===== src/rtl/dense_pkg.sv =====
// Shared definitions for the dense layer engine.
//   state_t  : 4-bit FSM encodings, IDLE..DONE in sequence (shown on status[3:0])
//   lanes    : number of weight lanes packed in one bus word
//   sat_clip : clamps a wide signed value into the range of an acc_w-bit signed word
package dense_pkg;

  typedef enum logic [3:0] {
    S_IDLE = 4'd0,
    S_RD_W = 4'd1,
    S_WT_W = 4'd2,
    S_RD_X = 4'd3,
    S_WT_X = 4'd4,
    S_MAC  = 4'd5,
    S_WR   = 4'd6,
    S_NEXT = 4'd7,
    S_DONE = 4'd8
  } state_t;

  function automatic int lanes(input int data_w, input int w_bits);
    return data_w / w_bits;
  endfunction

  function automatic logic signed [63:0] sat_clip(input logic signed [63:0] v, input int acc_w);
    logic signed [63:0] hi;
    logic signed [63:0] lo;
    hi = (64'sd1 <<< (acc_w - 1)) - 64'sd1;
    lo = -(64'sd1 <<< (acc_w - 1));
    if (v > hi) return hi;
    if (v < lo) return lo;
    return v;
  endfunction

endpackage


===== src/rtl/dense_mac_lanes.sv =====
// Combinational lane MAC: sums the sign-extended weights of every lane whose
// input bit is set, adds the running accumulator and saturates to ACC_W bits.
// Ports:
//   w_word_i  packed signed weights, lane k at [k*W_BITS +: W_BITS]
//   x_mask_i  one activation bit per lane
//   acc_i     current accumulator
//   acc_o     saturated accumulator + lane sum
module dense_mac_lanes
  import dense_pkg::*;
#(
  parameter int W_BITS = 4,
  parameter int LANES  = 4,
  parameter int ACC_W  = 16
) (
  input  logic [LANES*W_BITS-1:0] w_word_i,
  input  logic [LANES-1:0]        x_mask_i,
  input  logic signed [ACC_W-1:0] acc_i,
  output logic signed [ACC_W-1:0] acc_o
);

  logic signed [63:0]       lane_sum;
  logic signed [W_BITS-1:0] term;

  always_comb begin
    lane_sum = '0;
    term     = '0;
    for (int k = 0; k < LANES; k++) begin
      term = w_word_i[k*W_BITS +: W_BITS];
      if (x_mask_i[k]) lane_sum = lane_sum + 64'(term);
    end
    // The wide sum cannot overflow, so clamping once after the add is exact.
    acc_o = ACC_W'(sat_clip(64'(acc_i) + lane_sum, ACC_W));
  end

endmodule


===== src/rtl/dense_layer_engine.sv =====
// Fully-connected layer engine, Avalon-MM master on shared SDRAM.
// For each of N_OUT nodes it streams N_IN/LANES weight words (never rewound)
// and the matching input words, accumulates with saturation, and writes one
// result word to y_base + 2*node. HPS handshake is ready (level) / done.
// Ports:
//   clk, reset_n             clock, synchronous active-low reset
//   ready / done             start request / run complete (held until ready low)
//   x_base, w_base, y_base   byte bases, captured when a run starts
//   address, read_n, write_n, writedata, chipselect, byteenable   Avalon master
//   readdata, waitrequest, readdatavalid                          Avalon slave side
//   status                   {node_cnt[15:0], 12'h0, state[3:0]}
// Build option: define DENSE_RELU_EN to clamp negative results to zero on writeback.
module dense_layer_engine
  import dense_pkg::*;
#(
  parameter int DATA_W = 16,
  parameter int W_BITS = 4,
  parameter int N_IN   = 784,
  parameter int N_OUT  = 200,
  parameter int ACC_W  = 16
) (
  input  logic              clk,
  input  logic              reset_n,
  input  logic              ready,
  output logic              done,
  input  logic [31:0]       x_base,
  input  logic [31:0]       w_base,
  input  logic [31:0]       y_base,
  output logic [31:0]       address,
  output logic              read_n,
  output logic              write_n,
  output logic [DATA_W-1:0] writedata,
  input  logic [DATA_W-1:0] readdata,
  input  logic              waitrequest,
  input  logic              readdatavalid,
  output logic              chipselect,
  output logic [1:0]        byteenable,
  output logic [31:0]       status
);

  localparam int LANES  = lanes(DATA_W, W_BITS);
  localparam int WPN    = N_IN / LANES;
  localparam int CNT_W  = $clog2(WPN + 1);
  localparam int NODE_W = $clog2(N_OUT + 1);

  if ((N_IN % LANES) != 0) begin : g_bad_n_in
    $error("dense_layer_engine: N_IN must be a multiple of LANES");
  end
  if (ACC_W < W_BITS + 1) begin : g_bad_acc_w
    $error("dense_layer_engine: ACC_W must be at least W_BITS+1");
  end

  state_t              state_q, state_d;
  logic [31:0]         w_ptr_q, w_ptr_d;
  logic [31:0]         x_ptr_q, x_ptr_d;
  logic [31:0]         y_ptr_q, y_ptr_d;
  logic [CNT_W-1:0]    word_cnt_q, word_cnt_d;
  logic [NODE_W-1:0]   node_cnt_q, node_cnt_d;
  logic [31:0]         x_base_q, x_base_d;
  logic [DATA_W-1:0]   w_word_q, w_word_d;
  logic [LANES-1:0]    x_mask_q, x_mask_d;
  logic signed [ACC_W-1:0] acc_q, acc_d, acc_next;

  function automatic logic [DATA_W-1:0] wb_value(input logic signed [ACC_W-1:0] a);
`ifdef DENSE_RELU_EN
    if (a < 0) return '0;
`endif
    return DATA_W'(a);
  endfunction

  dense_mac_lanes #(
    .W_BITS(W_BITS),
    .LANES (LANES),
    .ACC_W (ACC_W)
  ) u_mac (
    .w_word_i(w_word_q),
    .x_mask_i(x_mask_q),
    .acc_i   (acc_q),
    .acc_o   (acc_next)
  );

  assign chipselect = 1'b1;
  assign byteenable = 2'b11;
  assign done       = (state_q == S_DONE);
  assign status     = {16'(node_cnt_q), 12'h000, state_q};

  always_comb begin
    state_d    = state_q;
    w_ptr_d    = w_ptr_q;
    x_ptr_d    = x_ptr_q;
    y_ptr_d    = y_ptr_q;
    word_cnt_d = word_cnt_q;
    node_cnt_d = node_cnt_q;
    x_base_d   = x_base_q;
    w_word_d   = w_word_q;
    x_mask_d   = x_mask_q;
    acc_d      = acc_q;
    read_n     = 1'b1;
    write_n    = 1'b1;
    address    = '0;
    writedata  = '0;
    case (state_q)
      S_IDLE: begin
        if (ready) begin
          state_d    = S_RD_W;
          w_ptr_d    = w_base;
          x_ptr_d    = x_base;
          y_ptr_d    = y_base;
          x_base_d   = x_base;
          word_cnt_d = '0;
          node_cnt_d = '0;
          acc_d      = '0;
        end
      end
      S_RD_W: begin
        read_n  = 1'b0;
        address = w_ptr_q;
        if (!waitrequest) begin
          state_d = S_WT_W;
          w_ptr_d = w_ptr_q + 32'd2;
        end
      end
      S_WT_W: begin
        if (readdatavalid) begin
          w_word_d = readdata;
          state_d  = S_RD_X;
        end
      end
      S_RD_X: begin
        read_n  = 1'b0;
        address = x_ptr_q;
        if (!waitrequest) begin
          state_d = S_WT_X;
          x_ptr_d = x_ptr_q + 32'd2;
        end
      end
      S_WT_X: begin
        if (readdatavalid) begin
          // Only the LSB of each lane carries the binary activation.
          for (int k = 0; k < LANES; k++) x_mask_d[k] = readdata[k*W_BITS];
          state_d = S_MAC;
        end
      end
      S_MAC: begin
        acc_d = acc_next;
        if (32'(word_cnt_q) < WPN - 1) begin
          word_cnt_d = word_cnt_q + 1'b1;
          state_d    = S_RD_W;
        end else begin
          state_d = S_WR;
        end
      end
      S_WR: begin
        write_n   = 1'b0;
        address   = y_ptr_q;
        writedata = wb_value(acc_q);
        if (!waitrequest) begin
          y_ptr_d = y_ptr_q + 32'd2;
          state_d = S_NEXT;
        end
      end
      S_NEXT: begin
        // Inputs are reused by every node; weights simply continue.
        x_ptr_d    = x_base_q;
        acc_d      = '0;
        word_cnt_d = '0;
        if (32'(node_cnt_q) < N_OUT - 1) begin
          node_cnt_d = node_cnt_q + 1'b1;
          state_d    = S_RD_W;
        end else begin
          state_d = S_DONE;
        end
      end
      S_DONE: begin
        if (!ready) state_d = S_IDLE;
      end
      default: state_d = S_IDLE;
    endcase
  end

  always_ff @(posedge clk) begin
    if (!reset_n) begin
      state_q    <= S_IDLE;
      w_ptr_q    <= '0;
      x_ptr_q    <= '0;
      y_ptr_q    <= '0;
      word_cnt_q <= '0;
      node_cnt_q <= '0;
    end else begin
      state_q    <= state_d;
      w_ptr_q    <= w_ptr_d;
      x_ptr_q    <= x_ptr_d;
      y_ptr_q    <= y_ptr_d;
      word_cnt_q <= word_cnt_d;
      node_cnt_q <= node_cnt_d;
    end
  end

  // Datapath registers: always (re)initialised when a run starts.
  always_ff @(posedge clk) begin
    x_base_q <= x_base_d;
    w_word_q <= w_word_d;
    x_mask_q <= x_mask_d;
    acc_q    <= acc_d;
  end

endmodule


===== config.mk =====
export PLATFORM = sky130hd
export DESIGN_NAME = dense_layer_engine
export DESIGN_NICKNAME = d
export VERILOG_FILES = /design/src/rtl/dense_pkg.sv /design/src/rtl/dense_mac_lanes.sv /design/src/rtl/dense_layer_engine.sv
export SDC_FILE = /design/constraint.sdc
export NUM_CORES = 1
export LEC_CHECK = 0
export CAP_MARGIN = 25
export CORE_MARGIN = 2
export CORE_UTILIZATION = 50
export CTS_CLUSTER_SIZE = 12
export DETAILED_ROUTE_END_ITERATION = 6
export MAX_ROUTING_LAYER = met4
export PLACE_DENSITY_LB_ADDON = 0.05
export SYNTH_ARGS = -nofsm -noshare
export SYNTH_HDL_FRONTEND = slang
export SYNTH_SLANG_ARGS = --single-unit

===== constraint.sdc =====
create_clock -name clk -period 21.4 [get_ports clk]
set_input_delay 6.42 -clock clk [delete_from_list [all_inputs] [get_ports clk]]
set_output_delay 6.42 -clock clk [all_outputs]
set_load 0.1 [all_outputs]

Yosys cells after proc, flatten, opt, wreduce, memory -nomap -nowiden

Index checks and enable logic that the tools add are counted.

Flip-flop bits (word level): 184
Input bits: 117
Output and inout bits: 86
Logic and storage cells: 98

Add/sub/neg operators: 9
Magnitude comparators: 4
Equality and inequality tests: 17
Mux-type cells: 41
Reductions and logical operators: 17

Operator list:

| operator                                              | number |
|---|---|
| two-way mux 64 bit                                    | 4 |
| adder 64 x 4 -> 64 bit                                | 3 |
| two-way mux 32 bit                                    | 6 |
| one-hot mux 32 bit (3 select lines)                   | 2 |
| one-hot mux 32 bit (2 select lines)                   | 2 |
| adder 32 x 2 -> 32 bit (second input constant)        | 3 |
| two-way mux 16 bit                                    | 6 |
| adder 16 x 64 -> 64 bit                               | 1 |
| > comparator 64 x 16 -> 1 bit (second input constant) | 1 |
| < comparator 64 x 16 -> 1 bit (second input constant) | 1 |
| one-hot mux 16 bit (3 select lines)                   | 1 |
| one-hot mux 4 bit (9 select lines)                    | 1 |
| two-way mux 4 bit                                     | 8 |
| two-way mux 8 bit                                     | 3 |
| one-hot mux 8 bit (3 select lines)                    | 1 |
| inequality test 2 bit (second input constant)         | 9 |
| adder 8 x 1 -> 8 bit (second input constant)          | 2 |
| equality test 4 x 3 -> 1 bit (second input constant)  | 4 |
| < comparator 8 bit (second input constant)            | 2 |
| one-hot mux 8 bit (2 select lines)                    | 1 |
| AND reduction 3 bit                                   | 5 |
| equality test 4 x 2 -> 1 bit (second input constant)  | 2 |
| AND reduction 2 bit                                   | 4 |
| AND reduction 7 bit                                   | 1 |
| 8 further kinds                                       | 15 |

Depth between registers and ports, before layout

Depth after elaboration: 14
Mapped depth: 56
Depth with buffers taken out: 53

By module

Synthesis repeated with hierarchy kept, for this count alone.

Cells, all modules: 3173
Area, all modules: 23606.4 sq um

By module, submodules not included:

| module             | times used | cells an instance | area each (sq um) | sequential area each (sq um) |
|---|---|---|---|---|
| dense_mac_lanes    | 1          | 1985              | 13351.6           | 0.0 |
| dense_layer_engine | 1          | 1188              | 10254.8           | 4364.2 |

Worst setup path before layout

No wires, ideal clock.

Kind: register -> register
Start: register x_mask_q[0]
End: register acc_q[10] (data pin)
Library setup time: 254 ps
Arrival: 12137 ps
Data required time: 21146 ps
Setup slack: 9009 ps
Stages on the path, launching flop included: 48
Path buffers: 3
Clock period less this slack: 12391 ps
Path through: edfxtp_1 > and2_0 > clkbuf_1 > ha_1 > nand2_1 > nand2_1 > fa_1 > fa_1 > inv_1 > fa_1 > o21ai_0 > ha_1 > clkbuf_1 > a21o_1 > or3_1 > o21ai_0 > a21oi_1 > a21boi_0 > [12 not listed] > o21ai_0 > a221o_1 > a21oi_1 > o21ai_0 > xor2_1 > mux2_2 > ha_1 > inv_1 > a221o_1 > or4_1 > or4b_1 > nor4_1 > nand4_1 > nand4b_4 > nor4b_4 > a21oi_2 > buf_6 > a21o_1

Cells in the longest elaborated chain, start to end: 14
Elaborated cells between the ends (all ways): 17
Those cells by class: add/sub: 4; order compare: 2; mux: 11

RTL lines:

| what                                    | line                      | RTL |
|---|---|---|
| start, declared                         | dense_layer_engine.sv:61  | `logic [LANES-1:0] x_mask_q, x_mask_d;` |
| start signal, assigned                  | dense_layer_engine.sv:203 | `x_mask_q <= x_mask_d;` |
| two-way mux 64 bit (*)                  | dense_mac_lanes.sv:29     | `if (x_mask_i[k]) lane_sum = lane_sum + 64'(term);` |
| adder 64 x 4 -> 64 bit                  | dense_mac_lanes.sv:29     |  |
| two-way mux 64 bit (*)                  | dense_mac_lanes.sv:29     |  |
| adder 64 x 4 -> 64 bit                  | dense_mac_lanes.sv:29     |  |
| two-way mux 64 bit (*)                  | dense_mac_lanes.sv:29     |  |
| adder 64 x 4 -> 64 bit                  | dense_mac_lanes.sv:29     |  |
| two-way mux 64 bit (*)                  | dense_mac_lanes.sv:29     |  |
| adder 16 x 64 -> 64 bit (*)             | dense_mac_lanes.sv:32     | `acc_o = ACC_W'(sat_clip(64'(acc_i) + lane_sum, ACC_W));` |
| < comparator 64 x 16 -> 1 bit           | dense_pkg.sv:29           | `if (v < lo) return lo;` |
| two-way mux 1 bit (2 in series)         | dense_pkg.sv:29           |  |
| two-way mux 16 bit                      | dense_pkg.sv:30           | `return v;` |
| two-way mux 16 bit (*)                  | dense_pkg.sv:29           |  |
| one-hot mux 16 bit (3 select lines) (*) | dense_layer_engine.sv:102 | `case (state_q)` |
| end signal, assigned                    | dense_layer_engine.sv:204 | `acc_q <= acc_d;` |
| end, declared                           | dense_layer_engine.sv:62  | `logic signed [ACC_W-1:0] acc_q, acc_d, acc_next;` |

Every way passes the cells marked *; elsewhere a longest branch is shown, timed or not. The select of a mux whose other input is x is not followed.
A chain may end at the register's enable or synchronous reset.

Final worst setup path

Start: register x_mask_q[0]
End: register acc_q[2] (data pin)

The elaborated chain is that of the path after synthesis.

==> summary.txt <==
Status
  – Status: complete, but fails checks
  – Violated checks: DRC

Detailed routing
  – DRC errors left: 28
  – Antenna viol nets, final: 0
  – Drt initial violations: 2710
  – DRT Pass-1 Iters: 7
  – Via Count: between 20000 and 25000
  – Final wirelength: 85000 um
  – Vias per inst: 6.46
  – WL per Instance: 22.2 um

Run
  – Max_cap viols: 0

Pwr
  – Sw Ratio: 49.8%
  – PwrDens: 78.4 nW/um2
  – Max VDD drop: ~0.065 mV
  – Internal: just over 1 mW
  – Combinational share of power: 61.1%
  – Sw power: 1.02 mW
  – Sequential share of power: a little under a quarter
  – Clock group share of total power: between 10% and 20%
  – Static Leak: ~11 nW

Layout
  – Share of cells above drive strength 1: 4.85%
  – Sequential Area: between 4000 and 5000 um2
  – Post-synthesis to final-layout area growth: 10.8%
  – Combined area of the multi-input logic cells: 17900 um2
  – Fill cells: approximately 4400
  – Final #Nets: 3537

Clock network
  – Worst skew pair latency: 460 ps
  – Clock Tree Buf Depth: 2
  – Post-CTS resize count: 0
  – Clock Tree Root: clkbuf_16
  – Setup Fix Bufs, Post-CTS: 0
  – CTS tree: built
  – Clock slew at reported path FFs: 80 ps
  – Hold Buf Count CTS: 0
  – Clock tree sinks: between 150 and 200
  – Inserted Clock Buffers: 17
  – Max H-tree Level: 4

Place
  – GPL Wtd Cong: 1.00
  – Port Buf Inserts: 179
  – Hpwl dp: 66300 um

STA
  – RSZ-0062 raised after global routing: false
  – Final worst path period share: 62.5%
  – Hold WS: 489 ps
  – Tmin final: 13380 ps
  – Slew HR: 29.4%
  – Final Hold Fails: 0
  – Slew @ Worst Pin: 1060 ps
  – Setup Viol. Count Final: 0
  – Max Fclk: 74.7 MHz
  – Setup TNS: 0 ps
  – Max Slew Vio Count: 0
  – Clock skew: 10.1 ps

Worst setup path
  – Startpoint types: register
  – Critical setup path kind: register to register
  – Max incr delay on CP: approximately 650 ps
  – Worst path buffer plus inverter count: 2
  – Critical path endpoint category: register
  – Most used cell, CP: a21oi_1
  – Crit path max-delay cell type: ha_1
  – Crit-path max FO: 35
  – Critical path required time: 21720 ps
  – Delay-heaviest family, CP: compound AO/OA/AOI/OAI gates
  – Crit path arrival time: 13710 ps

Die
  – Ports: 203
  – Core Footprint: between 40000 and 50000 um2
  – Die width: 221 um
  – Initial core utilization: 50.6%
  – # rows: 79
  – Vert. Die Dim: 221 um
  – Die area: 48800 um2

Yosys
  – Cells after synthesis: 3168
  – Ys async rst share: 0%
  – Synth top area cells: dfxtp_1 (9.9%), ha_1 (9.7%), edfxtp_1 (8.7%), a21oi_1 (6.6%), o21ai_0 (5.7%)
  – Syn. warnings: 0
  – Synthesized area per cell: 7.42 um2
  – Netlist Area Pre-Place: 23500 um2
  – Synth top area share: 9.88%
  – Synthesized flop and latch total: 184
  – Post-synth EDFFs: roughly 70
  – Top-count cell post-synth: a21oi_1
  – Synth cell count leaders: a21oi_1 (311), nand2_1 (289), o21ai_0 (267)
  – Post-synthesis cell type count: 92
  – Largest area contributor in the netlist: dfxtp_1
  – Post-synthesis sequential area ratio: around 19%
  – Ys flop type: dfxtp_1

Global routing
  – Vias in the first global route: between 20000 and 25000
  – Congestion Overflow GR: 0
  – Initial antenna violation count: 6
  – Largest net degree at the start of global routing: 107
  – All-layer global routing usage: roughly a third
  – Global-route wire length before repair: 132000 um

Min path
  – Hold Crit Class: register to register
-- layout by cell type, fill, tap and decap left out, types with 25 or more instances in the layout --
| cell type | n |
|---|---|
| o211ai_1 | 25 |
| xor2_1 | 69 |
| edfxtp_1 | 68 |
| nor2_1 | 249 |
| a21o_1 | 157 |
| a22oi_1 | 55 |
| fa_1 | 34 |
| and3_1 | 64 |
| ha_1 | 182 |
| a222oi_1 | 31 |
| xnor2_1 | 98 |
| inv_1 | 111 |
| nand3_1 | 87 |
| nor3_1 | 62 |
| nand2b_1 | 27 |
| mux2_2 | 41 |
| nor2b_1 | 57 |
| o21bai_1 | 26 |
| nand2_1 | 288 |
| clkdlybuf4s50_1 | 178 |
| o21a_1 | 32 |
| and2_1 | 87 |
| a21oi_1 | 311 |
| a31oi_1 | 48 |
| nand4_1 | 55 |
| dfxtp_1 | 116 |
| o21ai_0 | 267 |
-- per-layer routing --
metal | track usage, % | vias up | wire, um
met5 | - | - | 0
met4 | 19.2 | 0 | 5430
met3 | 4.45 | 214 | 5640
met2 | 56.3 | 1056 | 39600
met1 | 41.1 | 11700 | 34400
li1 | - | 11700 | -
-- state kept, by name (all words and copies together) (netlist names) --
| signal | flops |
|---|---|
| w_ptr_q | 32 |
| x_base_q | 32 |
| x_ptr_q | 32 |
| y_ptr_q | 32 |
| acc_q | 16 |
| w_word_q | 16 |
| node_cnt_q | 8 |
| word_cnt_q | 8 |
| state_q | 4 |
| x_mask_q | 4 |
-- through the flow --
step	power, mW	cells	util (%)	worst slack (ps)	area [um2]
floorplan	1.36	3189	-	9010	23600
global placement	1.68	3791	54.7	8670	25400
detailed placement	1.69	3791	54.7	8250	25400
CTS	2.01	3823	56.0	8110	26000
global route	2.17	3830	56.1	6870	26100
finish	2.04	3830	56.1	8020	26100
-- power groups by stage --
stage / sequential [mW] / combinational, mW / clock (mW)
final: 0.475 / 1.25 / 0.320
after global routing: 0.479 / 1.35 / 0.338
after CTS: 0.472 / 1.22 / 0.326
after detailed placement: 0.479 / 1.21 / 0
after global placement: 0.478 / 1.20 / 0
after floorplan: 0.465 / 0.899 / 0
-- worst paths after layout --
kind | start | to | slack (ps) | depth (start not counted)
worst max register to register | x_mask_q[0] | acc_q[2] | 8020 | 48
worst min-delay path | y_ptr_q[0] | y_ptr_q[0] | 490 | 2
worst max-delay path | x_mask_q[0] | acc_q[2] | 8020 | 48
worst min register to register | y_ptr_q[0] | y_ptr_q[0] | 490 | 2
-- cell families after synthesis --
family | synth area share [%]
multiplexers | 2.48
adder cells (fa/ha/maj) | 12.6
XOR/XNOR | 6.32
other | 0.0320
flip-flops | 18.6
AND/OR/NAND/NOR | 22.0
AO/OA/AOI/OAI | 32.3
buffers and inverters | 5.66
-- worst reg2reg max path, delay by kind of cell, from the launching register on --
family / cells / cell delay [ps]
buffers and inverters: 2 / 580
adder cells (fa/ha/maj): 7 / 3070
flip-flops: 1 / 370
AO/OA/AOI/OAI: 22 / 5140
AND/OR/NAND/NOR: 14 / 3550
multiplexers: 1 / 290
XOR/XNOR: 2 / 260
-- final cells by class --
class                   instances  share of cell area (%)
clock buffers                  18                    1.65
inverters                     112                    1.61
clock inverters                14                   0.615
flip-flops and latches        184                    16.7
repair buffers                204                    7.65
well taps                     607                    2.91
multi-input cells            2685                    68.7
diodes                          6                  0.0576
(Power assumes the default switching activity.)
